`src/rtl/snare_env_ctrl.sv`:
```
//==============================================================================
// Module      : snare_env_ctrl
// Description : Snare voice envelope sequencer. A trigger pulses the oscillator
//               phase-sync, then runs a shared attack/hold phase followed by
//               independent decays for the sine, triangle and noise gains.
//               Optional build macro SNARE_ENV_EXP_DECAY_EN selects an
//               exponential decay law instead of the default linear one.
// Revision    : 1.0 - initial release
//==============================================================================
`default_nettype none

module snare_env_ctrl #(
    parameter int WIDTH       = 12,
    parameter int ATTACK_STEP = 512,
    parameter int HOLD_TICKS  = 48
) (
    input  logic             clk,
    input  logic             reset,
    input  logic             smpl_tick,
    input  logic             trigger,
    input  logic [WIDTH-1:0] decay_sine,
    input  logic [WIDTH-1:0] decay_tri,
    input  logic [WIDTH-1:0] decay_noise,
    output logic [WIDTH-1:0] env_sine,
    output logic [WIDTH-1:0] env_tri,
    output logic [WIDTH-1:0] env_noise,
    output logic             osc_sync,
    output logic             busy,
    output logic             done
);

    localparam logic [1:0] c_idle   = 2'd0;
    localparam logic [1:0] c_attack = 2'd1;
    localparam logic [1:0] c_hold   = 2'd2;
    localparam logic [1:0] c_decay  = 2'd3;

    localparam int               CNT_W      = $clog2(HOLD_TICKS + 2);
    localparam logic [WIDTH-1:0] c_full     = '1;
    localparam logic [WIDTH:0]   c_atk_inc  = (WIDTH+1)'(ATTACK_STEP);
    localparam logic [CNT_W-1:0] c_hold_ini = CNT_W'(HOLD_TICKS);
    localparam logic [CNT_W-1:0] c_cnt_one  = CNT_W'(1);

    logic [1:0]       r_state;
    logic [CNT_W-1:0] r_hold_cnt;

    logic [WIDTH-1:0] w_atk_sine, w_atk_tri, w_atk_noise;
    logic [WIDTH-1:0] w_dec_sine, w_dec_tri, w_dec_noise;
    logic             w_atk_full;
    logic             w_dec_zero;

    // Attack: widen by one bit so the sum cannot wrap, then clamp to full scale
    function automatic logic [WIDTH-1:0] attack_one(input logic [WIDTH-1:0] lvl);
        logic [WIDTH:0] sum;
        sum = {1'b0, lvl} + c_atk_inc;
        return (sum > {1'b0, c_full}) ? c_full : sum[WIDTH-1:0];
    endfunction

    // Decay one channel; floors at zero so a channel that finished stays silent
    function automatic logic [WIDTH-1:0] decay_one(input logic [WIDTH-1:0] lvl,
                                                   input logic [WIDTH-1:0] step);
`ifdef SNARE_ENV_EXP_DECAY_EN
        logic [WIDTH:0] dec;
        dec = {1'b0, (lvl >> step[3:0])} + (WIDTH+1)'(1);
        return ({1'b0, lvl} > dec) ? (lvl - dec[WIDTH-1:0]) : '0;
`else
        // A zero step would stall the note forever, so it is promoted to one
        logic [WIDTH-1:0] s;
        s = (step == '0) ? {{(WIDTH-1){1'b0}}, 1'b1} : step;
        return (lvl > s) ? (lvl - s) : '0;
`endif
    endfunction

    // Candidate next levels for the attack and decay phases
    always_comb begin
        w_atk_sine  = attack_one(env_sine);
        w_atk_tri   = attack_one(env_tri);
        w_atk_noise = attack_one(env_noise);
        w_dec_sine  = decay_one(env_sine,  decay_sine);
        w_dec_tri   = decay_one(env_tri,   decay_tri);
        w_dec_noise = decay_one(env_noise, decay_noise);
        w_atk_full  = (w_atk_sine == c_full) && (w_atk_tri == c_full) &&
                      (w_atk_noise == c_full);
        w_dec_zero  = (w_dec_sine == '0) && (w_dec_tri == '0) &&
                      (w_dec_noise == '0);
    end

    // Sequencer: trigger overrides everything, levels move only on sample ticks
    always_ff @(posedge clk or posedge reset) begin
        if (reset) begin
            r_state    <= c_idle;
            r_hold_cnt <= '0;
            env_sine   <= '0;
            env_tri    <= '0;
            env_noise  <= '0;
            osc_sync   <= 1'b0;
            done       <= 1'b0;
        end else begin
            osc_sync <= 1'b0;
            done     <= 1'b0;
            if (trigger) begin
                // Levels are kept so a retrigger ramps up from where it is
                r_state  <= c_attack;
                osc_sync <= 1'b1;
            end else if (smpl_tick) begin
                case (r_state)
                    c_attack: begin
                        env_sine  <= w_atk_sine;
                        env_tri   <= w_atk_tri;
                        env_noise <= w_atk_noise;
                        if (w_atk_full) begin
                            if (HOLD_TICKS == 0) begin
                                r_state <= c_decay;
                            end else begin
                                r_state    <= c_hold;
                                r_hold_cnt <= c_hold_ini;
                            end
                        end
                    end
                    c_hold: begin
                        if (r_hold_cnt != '0) begin
                            r_hold_cnt <= r_hold_cnt - c_cnt_one;
                        end
                        if (r_hold_cnt <= c_cnt_one) begin
                            r_state <= c_decay;
                        end
                    end
                    c_decay: begin
                        env_sine  <= w_dec_sine;
                        env_tri   <= w_dec_tri;
                        env_noise <= w_dec_noise;
                        if (w_dec_zero) begin
                            r_state <= c_idle;
                            done    <= 1'b1;
                        end
                    end
                    default: begin
                        env_sine  <= '0;
                        env_tri   <= '0;
                        env_noise <= '0;
                    end
                endcase
            end
        end
    end

    // Busy whenever a note is in progress
    always_comb begin
        busy = (r_state != c_idle);
    end

endmodule

`default_nettype wire

```
`config.mk`:
```
export PLATFORM = sky130hd
export DESIGN_NAME = snare_env_ctrl
export DESIGN_NICKNAME = d
export VERILOG_FILES = /design/src/rtl/snare_env_ctrl.sv
export SDC_FILE = /design/constraint.sdc
export NUM_CORES = 1
export LEC_CHECK = 0
export ABC_AREA = 1
export BUFFER_PORTS_ARGS = -buffer_cell sky130_fd_sc_hd__buf_2
export CAP_MARGIN = 0
export CORE_MARGIN = 4
export CORE_UTILIZATION = 60
export CTS_CLUSTER_DIAMETER = 30
export DETAILED_ROUTE_END_ITERATION = 8
export GPL_TIMING_DRIVEN = 0
export PLACE_DENSITY = 0.86
export SLEW_MARGIN = 20
export SYNTH_ARGS = -nofsm -noshare
export SYNTH_HDL_FRONTEND = slang
export SYNTH_SLANG_ARGS = --single-unit
```
`constraint.sdc`:
```
create_clock -name clk -period 4.42 [get_ports clk]
set_clock_uncertainty 0.15 [all_clocks]
set_input_delay 0.663 -clock clk [delete_from_list [all_inputs] [get_ports clk]]
set_output_delay 0.663 -clock clk [all_outputs]
set_load 0.02 [all_outputs]
```
Word level (Yosys, flattened, before mapping)

Index checks and enable logic that the tools add are counted.

Register bits after elaboration: 46
Input port bits: 40
Output and inout port bits: 39
Logic and storage cells: 78

Add/sub/neg operators: 7
Magnitude comparators: 7
Equal/unequal tests: 11
Mux-type cells: 26
Bitwise gates (word level): 2
Reduce and logical (&&, ||, !) cells: 18

Operators with widths:

| kind                     | number |
|---|---|
| $mux W12                 | 9 |
| $pmux W12 S3             | 3 |
| $logic_not A12 Y1        | 6 |
| $add A12 B10 Y13 const B | 3 |
| $gt A13 B12 Y1 const B   | 3 |
| $eq A12 B12 Y1 const B   | 3 |
| $gt A12 B12 Y1           | 3 |
| $sub A12 B12 Y12         | 3 |
| $mux W6                  | 2 |
| $pmux W6 S2              | 1 |
| $mux W2                  | 5 |
| $reduce_and A5 Y1        | 2 |
| $ne A3 B3 Y1 const B     | 3 |
| $le A6 B1 Y1 const B     | 1 |
| $pmux W2 S3              | 1 |
| $reduce_bool A2 Y1       | 3 |
| $reduce_bool A6 Y1       | 1 |
| $sub A6 B1 Y6 const B    | 1 |
| $mux W1                  | 5 |
| $eq A2 B2 Y1 const B     | 2 |
| $logic_and A1 B1 Y1      | 4 |
| $ne A2 B2 Y1 const B     | 2 |
| $reduce_bool A4 Y1       | 1 |
| $reduce_and A3 Y1        | 1 |
| 2 further kinds          | 3 |

Depth between registers and ports, before layout

Word-level depth: 11
Gate-level depth with buffers: 22
Gate-level depth less buffers: 22

Least setup slack after synthesis

OpenSTA, ideal clock, no wires.

Path type: input to register
Start: in decay_noise[10]
End: reg r_state[0]
Library setup time: 117 ps
Data arrival time: 2963 ps
Required time: 4153 ps
Path slack: 1190 ps
Stages: 20
Path buffers: 1
Cells stage by stage: nor4_1 > a41o_1 > ha_1 > inv_1 > fa_1 > nand3_1 > nand3_1 > nand3_1 > nand3_2 > nand2_2 > buf_6 > a21oi_2 > nor2_1 > nand2_1 > nor2_2 > nand3_2 > nand2_2 > nand2_1 > nand2_1 > nand2_1

Cells in the longest elaborated chain, start to end: 8
Elaborated cells between the ends (all ways): 9
Classes of those cells: add/sub (1); order compare (1); eq/ne (1); mux (2); reduce/logical (4)

RTL lines:

| what                                               | RTL line | text |
|---|---|---|
| start: declaration                                 | 23       | `input logic [WIDTH-1:0] decay_noise,` |
| $logic_not A12 Y1                                  | 68       | `s = (step == '0) ? {{(WIDTH-1){1'b0}}, 1'b1} : step;` |
| $mux W12 *                                         | 68       |  |
| $sub A12 B12 Y12 or $gt A12 B12 Y1 (tied branches) | 69       | `return (lvl > s) ? (lvl - s) : '0;` |
| $mux W12 *                                         | 69       |  |
| $logic_not A12 Y1 *                                | 84       | `(w_dec_noise == '0);` |
| $logic_and A1 B1 Y1 *                              | 83       | `w_dec_zero = (w_dec_sine == '0) && (w_dec_tri == '0) &&` |
| $ne A3 B3 Y1 (no line) *                           | n/a      |  |
| $reduce_and A5 Y1 (no line) *                      | n/a      |  |
| end signal: assignment                             | 90       | `r_state <= c_idle;` |
| end signal: assignment                             | 102      | `r_state <= c_attack;` |
| end signal: assignment                             | 112      | `r_state <= c_decay;` |
| end: declaration                                   | 43       | `logic [1:0] r_state;` |

Mark *: on every way between the ends. The rest lies on a longest branch, timed or not.
A chain may end at the register's enable or synchronous reset.

Worst setup path after layout

Start: in decay_noise[4]
End: reg r_state[0]

Same word-level chain as after synthesis.

==> reports/results.tsv <==
stage	metric	value	unit
final_layout	Area Growth Syn to Fin	11.7	%
floorplanning	die height	104	um
sta	Final period util	83.6	%
synthesis	main combinational cell family by area after synthesis	simple AND/OR/NAND/NOR gates	
sta	Worst Tran Pin Value	0.616	ns
critical_path	Critical Path AT	3.75	ns
synthesis	xor and xnor area share after synthesis	2.23	%
route	antenna-violating nets left	0	
synthesis	register area share after synthesis	20.9	%
flow_run	maxcap violations	0	
synthesis	mux share of post-synthesis cell area	0	%
synthesis	Post-Synth Adder-Cell Area	12.0	%
placed_design	RePlAce Congestion	0.957	
cts	CTS tree	done	
route	DR vias/cell	5.55	
route	met2 WL post-DR	6.96	mm
route	residual DRC count	0	
cts	post-CTS setup buffer count	0	
synthesis	Compound-Gate Fraction of Synth Area	13.7	%
cts	H-tree Lvls	2	
route	DRT iter0 DRCs	481	
grt	initial antenna violation count	0	
sta	RSZ-0062 raised after global routing	no	
hold_path	worst min path class	input port to async pin	
critical_path	crit start category	input port	
synthesis	Synth area leaders	dfrtp_1, nand2_1, ha_1	
synthesis	Post-synth EDFFs	0	
route	via count	6062	
synthesis	largest area contributor in the netlist	dfrtp_1	
cts	clk slew on worst S/H paths	0.09	ns
sta	Max Transition Viols Final	0	
critical_path	crit path kind	input port to register	
route	wire length on met3	1.09	mm
route	top routing layer in use	met4	
cts	Longest Clk Path Bufs	2	
floorplanning	Initial Util	62.4	%
power	Worst VDD drop	385	uV
synthesis	Distinct cells, synth	43	
floorplanning	I/O pin cnt	79	
sta	setup_tns	0	ns
grt	largest net degree at the start of global routing	36	
sta	number of setup violations in the final report	0	
final_layout	nets	1074	
grt	gr ovfl total	0	
grt	GRT Overall Usage	27.1	%
floorplanning	core area	8810	um2
floorplanning	die area	10800	um2
synthesis	Syn Inst Count	897	
synthesis	dominant synthesized flop cell	dfrtp_1	
final_layout	# diodes	0	
sta	final hold vios	0	
grt	vias in the first global route	5388	
synthesis	synth warn	0	
sta	crit path time final	3.69	ns
floorplanning	FP Rows	34	
synthesis	share of the synthesized area in the top cell type	20.9	%
power	Lkg Pwr	0.00344	uW
route	Routed wire per std cell	13.3	um
placed_design	Setup Slack @ Placement	0.397	ns
synthesis	synthesized flop and latch total	46	
route	met1 wire length	6.28	mm
cts	CTS resizes	0	
synthesis	Post-Syn Nets	988	
cts	CTS Hold Bufs	0	
sta	relative slew slack	58.9	%
critical_path	WP data required	4.48	ns
synthesis	Syn Area/Cell	6.13	um2
placed_design	HPWL after DPL	11.8	mm
critical_path	Critical path origin	decay_noise[4]	
sta	Final WS setup	0.727	ns
final_layout	share of layout cells above drive strength 1	13.3	%
cts	clock root cell	clkbuf_8	
critical_path	reg2reg start	env_noise[0]	
floorplanning	Die X-Extent	104	um
cts	CTS sink count	46	
route	Post-Route WL	14.6	mm
power	Tot Pwr	4380	uW
placed_design	PortBufs	78	
synthesis	Post-Synth Simple-Gate Area	38.7	%
route	drt first pass iters	6	
status	status	finished clean	
synthesis	Synth async-reset ratio	100	%
critical_path	CP Capture Type	register	
critical_path	worst-path maximum fanout	10	
sta	fmax	271	MHz
grt	first-pass GRT wire length	24.8	mm
power	Cell Pwr Density	713	nW/um2
cts	total CTS buffers	5	
synthesis	Post-Syn Area	5500	um2
cts	clock latency on the worst-skew pair	0.31	ns
final_layout	Filler Cell Count	838	
==> registers in the layout (all words and copies together), names as in the netlist <==
register / cells
env_noise: 12
env_sine: 12
env_tri: 12
r_hold_cnt: 6
r_state: 2
done: 1
osc_sync: 1
==> final cells by class <==
class / instances / area, um2 / share of cell area (%)
Multi-Input combinational cell: 675 / 3660 / 59.7
Buffer: 17 / 86.3 / 1.41
Clock inverter: 2 / 12.5 / 0.204
Tap cell: 108 / 135 / 2.20
Inverter: 159 / 597 / 9.72
Sequential cell: 46 / 1150 / 18.8
Clock buffer: 6 / 82.6 / 1.35
Timing Repair Buffer: 79 / 410 / 6.69
==> layer usage <==
metal	GRT usage [%]	up-vias
met5	0	-
met2	45.2	251
met1	36.5	2721
met4	8.36	0
met3	3.98	27
li1	-	3063
==> logic make-up after synthesis <==
| family | Yosys count |
|---|---|
| simple gates | 483 |
| buf+inv | 176 |
| compound gates | 127 |
| fa+ha+maj | 51 |
| flops | 46 |
| xor+xnor | 14 |
==> layout by cell type (no fill, tap or decap), drive strengths merged <==
cell type | Yosys | layout
nand2 | 257 | 257
inv | 159 | 159
nor2 | 117 | 117
buf | 3 | 82
nand3 | 68 | 68
ha | 48 | 48
dfrtp | 46 | 46
o21ai | 41 | 41
a21oi | 39 | 39
a31oi | 21 | 21
clkbuf | 14 | 20
nand4 | 16 | 16
xor2 | 9 | 9
a22oi | 8 | 8
nand3b | 7 | 7
nor4 | 7 | 7
nor3 | 6 | 6
xnor2 | 5 | 5
o31ai | 4 | 4
or2 | 3 | 3
o21bai | 3 | 3
a41o | 3 | 3
fa | 3 | 3
o211ai | 2 | 2
o22ai | 2 | 2
and2 | 1 | 1
or3 | 1 | 1
o32ai | 1 | 1
o31a | 1 | 1
o22a | 1 | 1
a211oi | 1 | 1
clkinv | 0 | 1
clkinvlp | 0 | 1
==> critical path, cell delays in order <==
cell and delay (ns):
buf_2 0.10, nor4_1 0.45, a41o_1 0.25, ha_1 0.13, inv_1 0.08, fa_1 0.44, nand3_1 0.12, nand3_1 0.15
nand3_1 0.13, nand3_2 0.13, nand2_2 0.11, buf_6 0.15, nor2_1 0.07, nor2_1 0.15, nand2_1 0.08, nor2_2 0.14
nand3_2 0.12, nand2_2 0.09, nand2_1 0.07, nand2_1 0.07, nand2_1 0.05
==> stage by stage <==
step,cells,util (%),cell area [um2],hold WS (ns)
after floorplan,897,-,5500,0.324
after global placement,1083,68.4,6020,0.340
after detailed placement,1084,68.6,6040,0.341
after CTS,1092,69.7,6140,0.144
after global routing,1092,69.7,6140,0.156
final,1092,69.7,6140,0.129
==> cell usage after synthesis, drive strengths merged (4+ instances only) <==
| cell type | count |
|---|---|
| a21oi | 39 |
| a22oi | 8 |
| a31oi | 21 |
| clkbuf | 14 |
| dfrtp | 46 |
| ha | 48 |
| inv | 159 |
| nand2 | 257 |
| nand3 | 68 |
| nand3b | 7 |
| nand4 | 16 |
| nor2 | 117 |
| nor3 | 6 |
| nor4 | 7 |
| o21ai | 41 |
| o31ai | 4 |
| xnor2 | 5 |
| xor2 | 9 |
==> path summary, 6_finish.rpt <==
| path | to | slack (ns) | cells past startpoint |
|---|---|---|---|
| worst max register to register | r_state[0] | 1.36 | 19 |
| max in group asynchronous | env_sine[10] | 3.51 | 3 |
| worst min-delay path | osc_sync | 0.13 | 2 |
| worst max-delay path | r_state[0] | 0.73 | 21 |
| worst min register to register | r_hold_cnt[1] | 0.36 | 2 |
| min in group clk | r_hold_cnt[1] | 0.36 | 2 |
==> power by group <==
group          switching, uW  leakage, uW  internal (uW)
clock                    157    0.0000472            126
sequential               296     0.000563            603
combinational           2070      0.00283           1130
total                   2520      0.00344           1860
(Power assumes the default switching activity.)
